## src/rtl/axi_master_arbiter.sv

```systemverilog
// Per-channel AXI master arbiter: round-robin AW/AR address locks plus a
// write-order FIFO that steers W beats, and ID-decoded B/R return selects.
module axi_master_arbiter #(
  parameter int M_WIDTH     = 2,
  parameter int ID_WIDTH    = 4,
  parameter int WFIFO_DEPTH = 4
) (
  input  logic                    clk,
  input  logic                    rstn,
  input  logic [2**M_WIDTH-1:0]   m_wr_addr_valid,
  input  logic [2**M_WIDTH-1:0]   m_rd_addr_valid,
  input  logic                    bus_wr_addr_valid,
  input  logic                    bus_wr_addr_ready,
  input  logic                    bus_wr_data_valid,
  input  logic                    bus_wr_data_ready,
  input  logic                    bus_wr_data_last,
  input  logic [ID_WIDTH-1:0]     bus_wr_back_id,
  input  logic                    bus_rd_addr_valid,
  input  logic                    bus_rd_addr_ready,
  input  logic [ID_WIDTH-1:0]     bus_rd_back_id,
  output logic [M_WIDTH-1:0]      wr_addr_sel,
  output logic [M_WIDTH-1:0]      wr_data_sel,
  output logic [M_WIDTH-1:0]      wr_resp_sel,
  output logic [M_WIDTH-1:0]      rd_addr_sel,
  output logic [M_WIDTH-1:0]      rd_data_sel,
  output logic                    wr_addr_grant,
  output logic                    rd_addr_grant,
  output logic                    wr_data_en,
  output logic                    wfifo_full
);

  localparam int N  = 2**M_WIDTH;
  localparam int PW = $clog2(WFIFO_DEPTH);
  localparam int CW = PW + 1;
  localparam logic [CW-1:0]      FULL_CNT = CW'(WFIFO_DEPTH);
  localparam logic [M_WIDTH-1:0] LAST_RST = M_WIDTH'(N - 1);

  typedef enum logic [0:0] {ST_IDLE = 1'b0, ST_LOCK = 1'b1} arb_state_e;

  // Descending scan so the requester closest after 'last' wins.
  function automatic logic [M_WIDTH-1:0] rr_pick(input logic [N-1:0] req,
                                                 input logic [M_WIDTH-1:0] last);
    logic [M_WIDTH-1:0] idx;
    rr_pick = last;
    for (int i = N; i >= 1; i--) begin
      idx = last + M_WIDTH'(i);
      if (req[idx]) begin
        rr_pick = idx;
      end
    end
  endfunction

  arb_state_e         aw_state_q, aw_state_d, ar_state_q, ar_state_d;
  logic [M_WIDTH-1:0] aw_sel_q, aw_sel_d, aw_last_q, aw_last_d;
  logic [M_WIDTH-1:0] ar_sel_q, ar_sel_d, ar_last_q, ar_last_d;
  logic [M_WIDTH-1:0] mem_q [WFIFO_DEPTH];
  logic [M_WIDTH-1:0] mem_d [WFIFO_DEPTH];
  logic [PW-1:0]      wptr_q, wptr_d, rptr_q, rptr_d;
  logic [CW-1:0]      count_q, count_d;
  logic               aw_push_s, w_pop_s;
  logic               unused_id_s;

  assign wr_addr_sel   = aw_sel_q;
  assign rd_addr_sel   = ar_sel_q;
  assign wr_addr_grant = (aw_state_q == ST_LOCK);
  assign rd_addr_grant = (ar_state_q == ST_LOCK);
  assign wr_data_sel   = mem_q[rptr_q];
  assign wr_data_en    = (count_q != {CW{1'b0}});
  assign wfifo_full    = (count_q == FULL_CNT);
  assign wr_resp_sel   = bus_wr_back_id[ID_WIDTH-1 -: M_WIDTH];
  assign rd_data_sel   = bus_rd_back_id[ID_WIDTH-1 -: M_WIDTH];
  assign unused_id_s   = ^{bus_wr_back_id, bus_rd_back_id};
  assign w_pop_s       = wr_data_en & bus_wr_data_valid & bus_wr_data_ready & bus_wr_data_last;

  // AW lock: new grants are held off while the write-order FIFO is full.
  always_comb begin
    aw_state_d = aw_state_q;
    aw_sel_d   = aw_sel_q;
    aw_last_d  = aw_last_q;
    aw_push_s  = 1'b0;
    case (aw_state_q)
      ST_IDLE: begin
        if ((|m_wr_addr_valid) && !wfifo_full) begin
          aw_sel_d   = rr_pick(m_wr_addr_valid, aw_last_q);
          aw_state_d = ST_LOCK;
        end else begin
          aw_state_d = ST_IDLE;
        end
      end
      ST_LOCK: begin
        if (bus_wr_addr_valid && bus_wr_addr_ready) begin
          aw_push_s  = 1'b1;
          aw_last_d  = aw_sel_q;
          aw_state_d = ST_IDLE;
        end else begin
          aw_state_d = ST_LOCK;
        end
      end
      default: aw_state_d = ST_IDLE;
    endcase
  end

  // AR lock: same round-robin scheme, no downstream back-pressure.
  always_comb begin
    ar_state_d = ar_state_q;
    ar_sel_d   = ar_sel_q;
    ar_last_d  = ar_last_q;
    case (ar_state_q)
      ST_IDLE: begin
        if (|m_rd_addr_valid) begin
          ar_sel_d   = rr_pick(m_rd_addr_valid, ar_last_q);
          ar_state_d = ST_LOCK;
        end else begin
          ar_state_d = ST_IDLE;
        end
      end
      ST_LOCK: begin
        if (bus_rd_addr_valid && bus_rd_addr_ready) begin
          ar_last_d  = ar_sel_q;
          ar_state_d = ST_IDLE;
        end else begin
          ar_state_d = ST_LOCK;
        end
      end
      default: ar_state_d = ST_IDLE;
    endcase
  end

  // Write-order FIFO: push on AW handshake, pop on the last W beat only.
  always_comb begin
    mem_d   = mem_q;
    wptr_d  = wptr_q;
    rptr_d  = rptr_q;
    count_d = count_q;
    if (aw_push_s) begin
      mem_d[wptr_q] = aw_sel_q;
      wptr_d        = wptr_q + PW'(1);
    end else begin
      wptr_d = wptr_q;
    end
    if (w_pop_s) begin
      rptr_d = rptr_q + PW'(1);
    end else begin
      rptr_d = rptr_q;
    end
    case ({aw_push_s, w_pop_s})
      2'b10:   count_d = count_q + CW'(1);
      2'b01:   count_d = count_q - CW'(1);
      default: count_d = count_q;
    endcase
  end

  // State registers; reset biases both arbiters toward master 0.
  always_ff @(posedge clk or negedge rstn) begin
    if (!rstn) begin
      aw_state_q <= ST_IDLE;
      ar_state_q <= ST_IDLE;
      aw_sel_q   <= {M_WIDTH{1'b0}};
      ar_sel_q   <= {M_WIDTH{1'b0}};
      aw_last_q  <= LAST_RST;
      ar_last_q  <= LAST_RST;
      mem_q      <= '{default: {M_WIDTH{1'b0}}};
      wptr_q     <= {PW{1'b0}};
      rptr_q     <= {PW{1'b0}};
      count_q    <= {CW{1'b0}};
    end else begin
      aw_state_q <= aw_state_d;
      ar_state_q <= ar_state_d;
      aw_sel_q   <= aw_sel_d;
      ar_sel_q   <= ar_sel_d;
      aw_last_q  <= aw_last_d;
      ar_last_q  <= ar_last_d;
      mem_q      <= mem_d;
      wptr_q     <= wptr_d;
      rptr_q     <= rptr_d;
      count_q    <= count_d;
    end
  end

endmodule
```

## config.mk

```make
export PLATFORM = sky130hd
export DESIGN_NAME = axi_master_arbiter
export DESIGN_NICKNAME = d
export VERILOG_FILES = /design/src/rtl/axi_master_arbiter.sv
export SDC_FILE = /design/constraint.sdc
export NUM_CORES = 1
export LEC_CHECK = 0
export ABC_AREA = 1
export BUFFER_PORTS_ARGS = -buffer_cell sky130_fd_sc_hd__buf_2
export CORE_MARGIN = 3
export CORE_UTILIZATION = 35
export DETAILED_ROUTE_END_ITERATION = 16
export GPL_ROUTABILITY_DRIVEN = 0
export PLACE_DENSITY_LB_ADDON = 0.12
export SLEW_MARGIN = 25
export SYNTH_ARGS = -nofsm -noshare
export SYNTH_HDL_FRONTEND = slang
export SYNTH_SLANG_ARGS = --single-unit
```

## constraint.sdc

```tcl
create_clock -name clk -period 2 [get_ports clk]
set_input_delay 0.3 -clock clk [delete_from_list [all_inputs] [get_ports clk]]
set_output_delay 0.3 -clock clk [all_outputs]
set_load 0.1 [all_outputs]
```

# Yosys cells after proc, flatten, opt, wreduce, memory -nomap -nowiden
# Cells that the tools add are included.
totals:
  word_cells: 88
  reg_bits: 25
  input_bits: 25
op_classes:
  n_addsub: 10
  mux: 33
  n_lt_le_gt_ge: 9
  reduce_logical: 13
  n_eq_ne: 3
  bitwise_logic: 7
ops:
  columns: ["op", "n"]
  rows:
  - ["2-bit by 3-bit < comparator with 1-bit output, second input constant", 6]
  - ["2-bit 2-to-1 mux", 9]
  - ["1-bit binary-select mux with 2-bit select", 6]
  - ["1-bit 2-to-1 mux", 12]
  - ["2-bit by 1-bit adder with 2-bit output, second input constant", 4]
  - ["2-bit adder, second input constant", 4]
  - ["8-bit bitwise mux", 1]
  - ["2-bit AND reduction", 4]
  - ["4-bit OR reduction", 2]
  - ["3-bit greater-or-equal comparator, second input constant", 2]
  - ["2-bit NOT with 3-bit output", 2]
  - ["3-bit case mux with 2 select lines", 1]
  - ["2-bit binary-select mux with 2-bit select", 1]
  - ["2-bit demux with 2-bit select", 1]
  - ["1-bit logical AND", 4]
  - ["1-bit case mux with 2 select lines", 2]
  - ["3-bit by 1-bit adder with 3-bit output, second input constant", 1]
  - ["1-bit bitwise AND", 3]
  - ["3-bit == test, second input constant", 1]
  - ["3-bit by 1-bit < comparator with 1-bit output, second input constant", 1]
  - ["3-bit nonzero test", 1]
  - ["3-bit by 1-bit subtractor with 3-bit output, second input constant", 1]
  - ["2-bit by 1-bit == test with 1-bit output, second input constant", 1]
  - ["2-bit == test, second input constant", 1]
  - ["3 further kinds", 4]

# Depth between registers and ports, before layout
depth:
  word_depth: 6
  ltp_mapped: 13
  mapped_depth_nobuf: 12

# Worst setup path before layout
# No wires, ideal clock.
synth_timing:
  path_type: "register to register"
  start: "register count_q[0]"
  end: "register aw_sel_q[0] (netlist: wr_addr_sel[0])"
  path_buffers: 0
  path_stages_with_launch: 6
  period_less_slack_ns: 3.152
  arrival_time_ns: 3.085
  path_slack_ns: -1.152
  t_required_ns: 1.932
  setup_time_ns: 0.068
  cell_sequence: "dfrtp_1 nor3_1 nor2_1 inv_1 nand2_1 nand2_1"
synth_via:
  elab_chain_cells: 4
synth_rtl:
  columns: ["element", "line_no", "rtl"]
  rows:
  - ["start, declared", "59", "logic [CW-1:0] count_q, count_d;"]
  - ["start signal, assigned", "165", "count_q <= {CW{1'b0}};"]
  - ["start signal, assigned", "176", "count_q <= count_d;"]
  - ["3-bit == test", "69", "assign wfifo_full = (count_q == FULL_CNT);"]
  - ["named net wfifo_full", "29", "output logic wfifo_full"]
  - ["1-bit zero test", "83", "if ((|m_wr_addr_valid) && !wfifo_full) begin"]
  - ["1-bit logical AND", "83", null]
  - ["2-bit AND reduction (no source line)", null, null]
  - ["end signal, assigned", "158", "aw_sel_q <= {M_WIDTH{1'b0}};"]
  - ["end signal, assigned", "169", "aw_sel_q <= aw_sel_d;"]
  - ["end, declared", "54", "logic [M_WIDTH-1:0] aw_sel_q, aw_sel_d, aw_last_q, aw_last_d;"]
# The timed path passes the listed nets, and every way through them passes these cells.
# A chain may end at the register's enable or synchronous reset.

# Final worst setup path
layout_timing:
  start: "register rptr_q[0]"
  end: "output port wr_data_sel[1]"
layout_via:
  elab_chain_cells: 4
layout_rtl:
  columns: ["element", "line_no", "rtl"]
  rows:
  - ["start, declared", "58", "logic [PW-1:0] wptr_q, wptr_d, rptr_q, rptr_d;"]
  - ["start signal, assigned", "164", "rptr_q <= {PW{1'b0}};"]
  - ["start signal, assigned", "175", "rptr_q <= rptr_d;"]
  - ["2-bit NOT with 3-bit output (implied by the code)", "67", "assign wr_data_sel = mem_q[rptr_q];"]
  - ["2-bit binary-select mux with 2-bit select", "67", null]
  - ["2-bit 2-to-1 mux (implied by the code) (2 in a row)", "67", null]
  - ["end, declared", "22", "output logic [M_WIDTH-1:0] wr_data_sel,"]
# Every way passes these cells. The select of a mux whose other input is x is not followed.

==> metrics.csv <==
metric,value,unit
status,"finished, final reports clean",
maximum buffer depth of the clock tree,2,
CTS tree,yes,
grt met1 use,0.179,
clock skew,0.943,ps
core area,0.00412,sq mm
most frequent cells in the layout,"nand2_1 (78), buf_2 (26), inv_1 (23)",
I/O pin cnt,39,
Setup Viol. Count Final,0,
GRT Total Usage,0.123,
number of diodes,0,
largest family of logic cells by synthesized area,simple AND/OR/NAND/NOR gates,
Clock Latency Late Sink,260,ps
"Largest delay share family, worst path",buffers and inverters,
Avg Inst Size Synth,7.29,sq um
layout cells sized above 1,0.246,
Core Rows,23,
crit path buf inv count,2,
Final Worst Setup Slack,169,ps
net count reported at finish,268,
H-tree levels,1,
fmax,546,MHz
fin. max-slew vios,0,
final period utilization,0.915,
Synth cell types,24,
"most common cell after layout, fill and taps aside",nand2_1,
path type of the worst setup path,register to primary output,
RSZ-0062 raised after global routing,false,
vias per inst,4.42,
Num CTS Buffers,3,
Tightest Pin Transition,553,ps
Residual DRC,0,
number of hold buffers added after cts,0,
vias,1263,
"Seq/Total Area, Yosys",0.410,
largest net degree at the start of global routing,26,
number of cells on the critical path,4,
total wire length,2.93,mm
Synth Area in XOR/XNOR,0.0334,
number of global-route vias before repair,1170,
#FFs+latches synth,25,
die span in x,72.3,microns
Routed WL per cell,10.2,microns
gr busiest metal,met2,
Final TNS setup,0,ps
"area leader, netlist",dfrtp_1,
Die ar.,0.00523,sq mm
Worst Path Required,1700,ps
DP Wirelength,2.35,mm
global routing usage on met3,0.0249,
Compound-Gate Fraction of Synth Area,0.104,
Syn-to-layout area delta,15.4,%
Post-Syn Instances,211,
fill count,428,
CP Capture Type,primary output,
Worst Hold Class,primary input to async pin,
area occupied by multi-input gates,764,sq um
initial DRC count,64,
Syn Nets,242,
first-pass GRT wire length,5.19,mm
largest cells by area after synthesis,"dfrtp_1 (34%), nand2_1 (19%), dfstp_2 (6.8%), o21ai_0 (6.2%), inv_1 (6.1%)",
CP max-delay cell,dfrtp_1,
Initial Util,0.374,
grt total ovfl,0,
minimum clock period,1830,ps
Syn. warnings,0,
simple-gate area share of the yosys netlist,0.281,
met2 Usage GRT,0.183,
post-route ant nets,0,
Chip Height,72.3,microns
MaxCap Viol Count,0,
arrival time worst endpoint,1530,ps
CTS clock-pin slew for the worst setup and hold paths,90,ps
mux cell area share after synthesis,0,
share of Yosys cell area claimed by the top area cell type,0.342,
Util after Layout,0.431,
R2R cell count,8,
Crit Path Max Fanout,6,
drt first pass iters,4,
critical path startpoint category,register,
Hold Fails Final Rpt,0,
clk sinks,25,
clk root buf,clkbuf_8,
sequential cell area,636,sq um
count of input and output buffers,26,
Worst slew margin,0.631,
antenna violations before repair,0,
Place WS,174,ps
Adder-Cell Fraction of Synth Area,0.0537,
CP peak stage delay,440,ps
critical path cell sequence,inv_1 > nor2_1 > o22ai_2 > buf_2,
post-synthesis cell area,0.00154,sq mm
==> worst register-to-register path, cell delays in order (launching register included) <==
cell     delay, ps
dfrtp_1        370
inv_1          170
nand3_4         90
nand4_1        110
inv_1           70
ha_1           170
inv_1          100
fa_2           440
o21ai_0        190
==> per-stage QoR <==
step	hold slack (ps)	cells	instance area (sq um)
after CTS	40.1	285	1770
after global placement	335	281	1720
final	14.6	286	1770
after floorplan	4.41	211	1580
after global routing	67.1	286	1770
after detailed placement	331	281	1720
==> synthesized netlist by cell type <==
cell and instances:
a21oi_1 3, buf_4 5, buf_6 2, dfrtp_1 21
dfstp_2 4, fa_1 1, ha_1 5, inv_1 25
inv_2 5, inv_6 1, nand2_1 78, nand2_2 6
nand3_1 9, nand4_1 1, nor2_1 12, nor3_1 1
o21ai_0 19, o21ai_1 3, o21ai_2 1, o22ai_1 3
o31ai_1 1, xnor2_1 1, xnor2_2 1, xor2_1 3
==> path summary, 6_finish.rpt <==
| check | start | to | slack, ps |
|---|---|---|---|
| min in group clk | bus_wr_addr_ready | wr_addr_grant | 310 |
| max | rptr_q[0] | wr_data_sel[1] | 170 |
| max in group asynchronous | rstn | wr_addr_grant | 1570 |
| min | rstn | rd_addr_sel[1] | 10 |
| max reg2reg | count_q[2] | count_q[1] | 200 |
| min reg2reg | mem_q[4] | mem_q[4] | 480 |
==> metal layers <==
layer / part of all wire / wire (microns)
met1: 0.51 / 1480
met2: 0.44 / 1280
met3: 0.051 / 150
met4: 0.0072 / 21
met5: 0 / 0
==> flip-flops by register name, indices dropped and copies added (netlist names) <==
register,cells
mem_q,8
count_q,3
ar_last_q,2
aw_last_q,2
rd_addr_sel,2
rptr_q,2
wptr_q,2
wr_addr_sel,2
rd_addr_grant,1
wr_addr_grant,1
==> area by class of cell <==
cell class,instances,area share
clock buffer,4,0.0254
timing repair buffer,28,0.0818
tap,50,0.0353
multi-input combinational,148,0.431
sequential,25,0.358
inverter,31,0.0684
==> timing repair <==
| item | CTS | global route |
|---|---|---|
| setup endpoints to repair | 0 | 1 |
| setup buffers | 0 | 1 |
| gates resized for setup | 0 | 1 |
==> logic make-up after synthesis <==
| group | Yosys count |
|---|---|
| AND/OR/NAND/NOR | 107 |
| buffers and inverters | 38 |
| AO/OA/AOI/OAI | 30 |
| flip-flops | 25 |
| adder cells (fa/ha/maj) | 6 |
| XOR/XNOR | 5 |
Power is not shown: default switching activity piles up to over one toggle a cycle in this logic, so the estimate is an artifact.
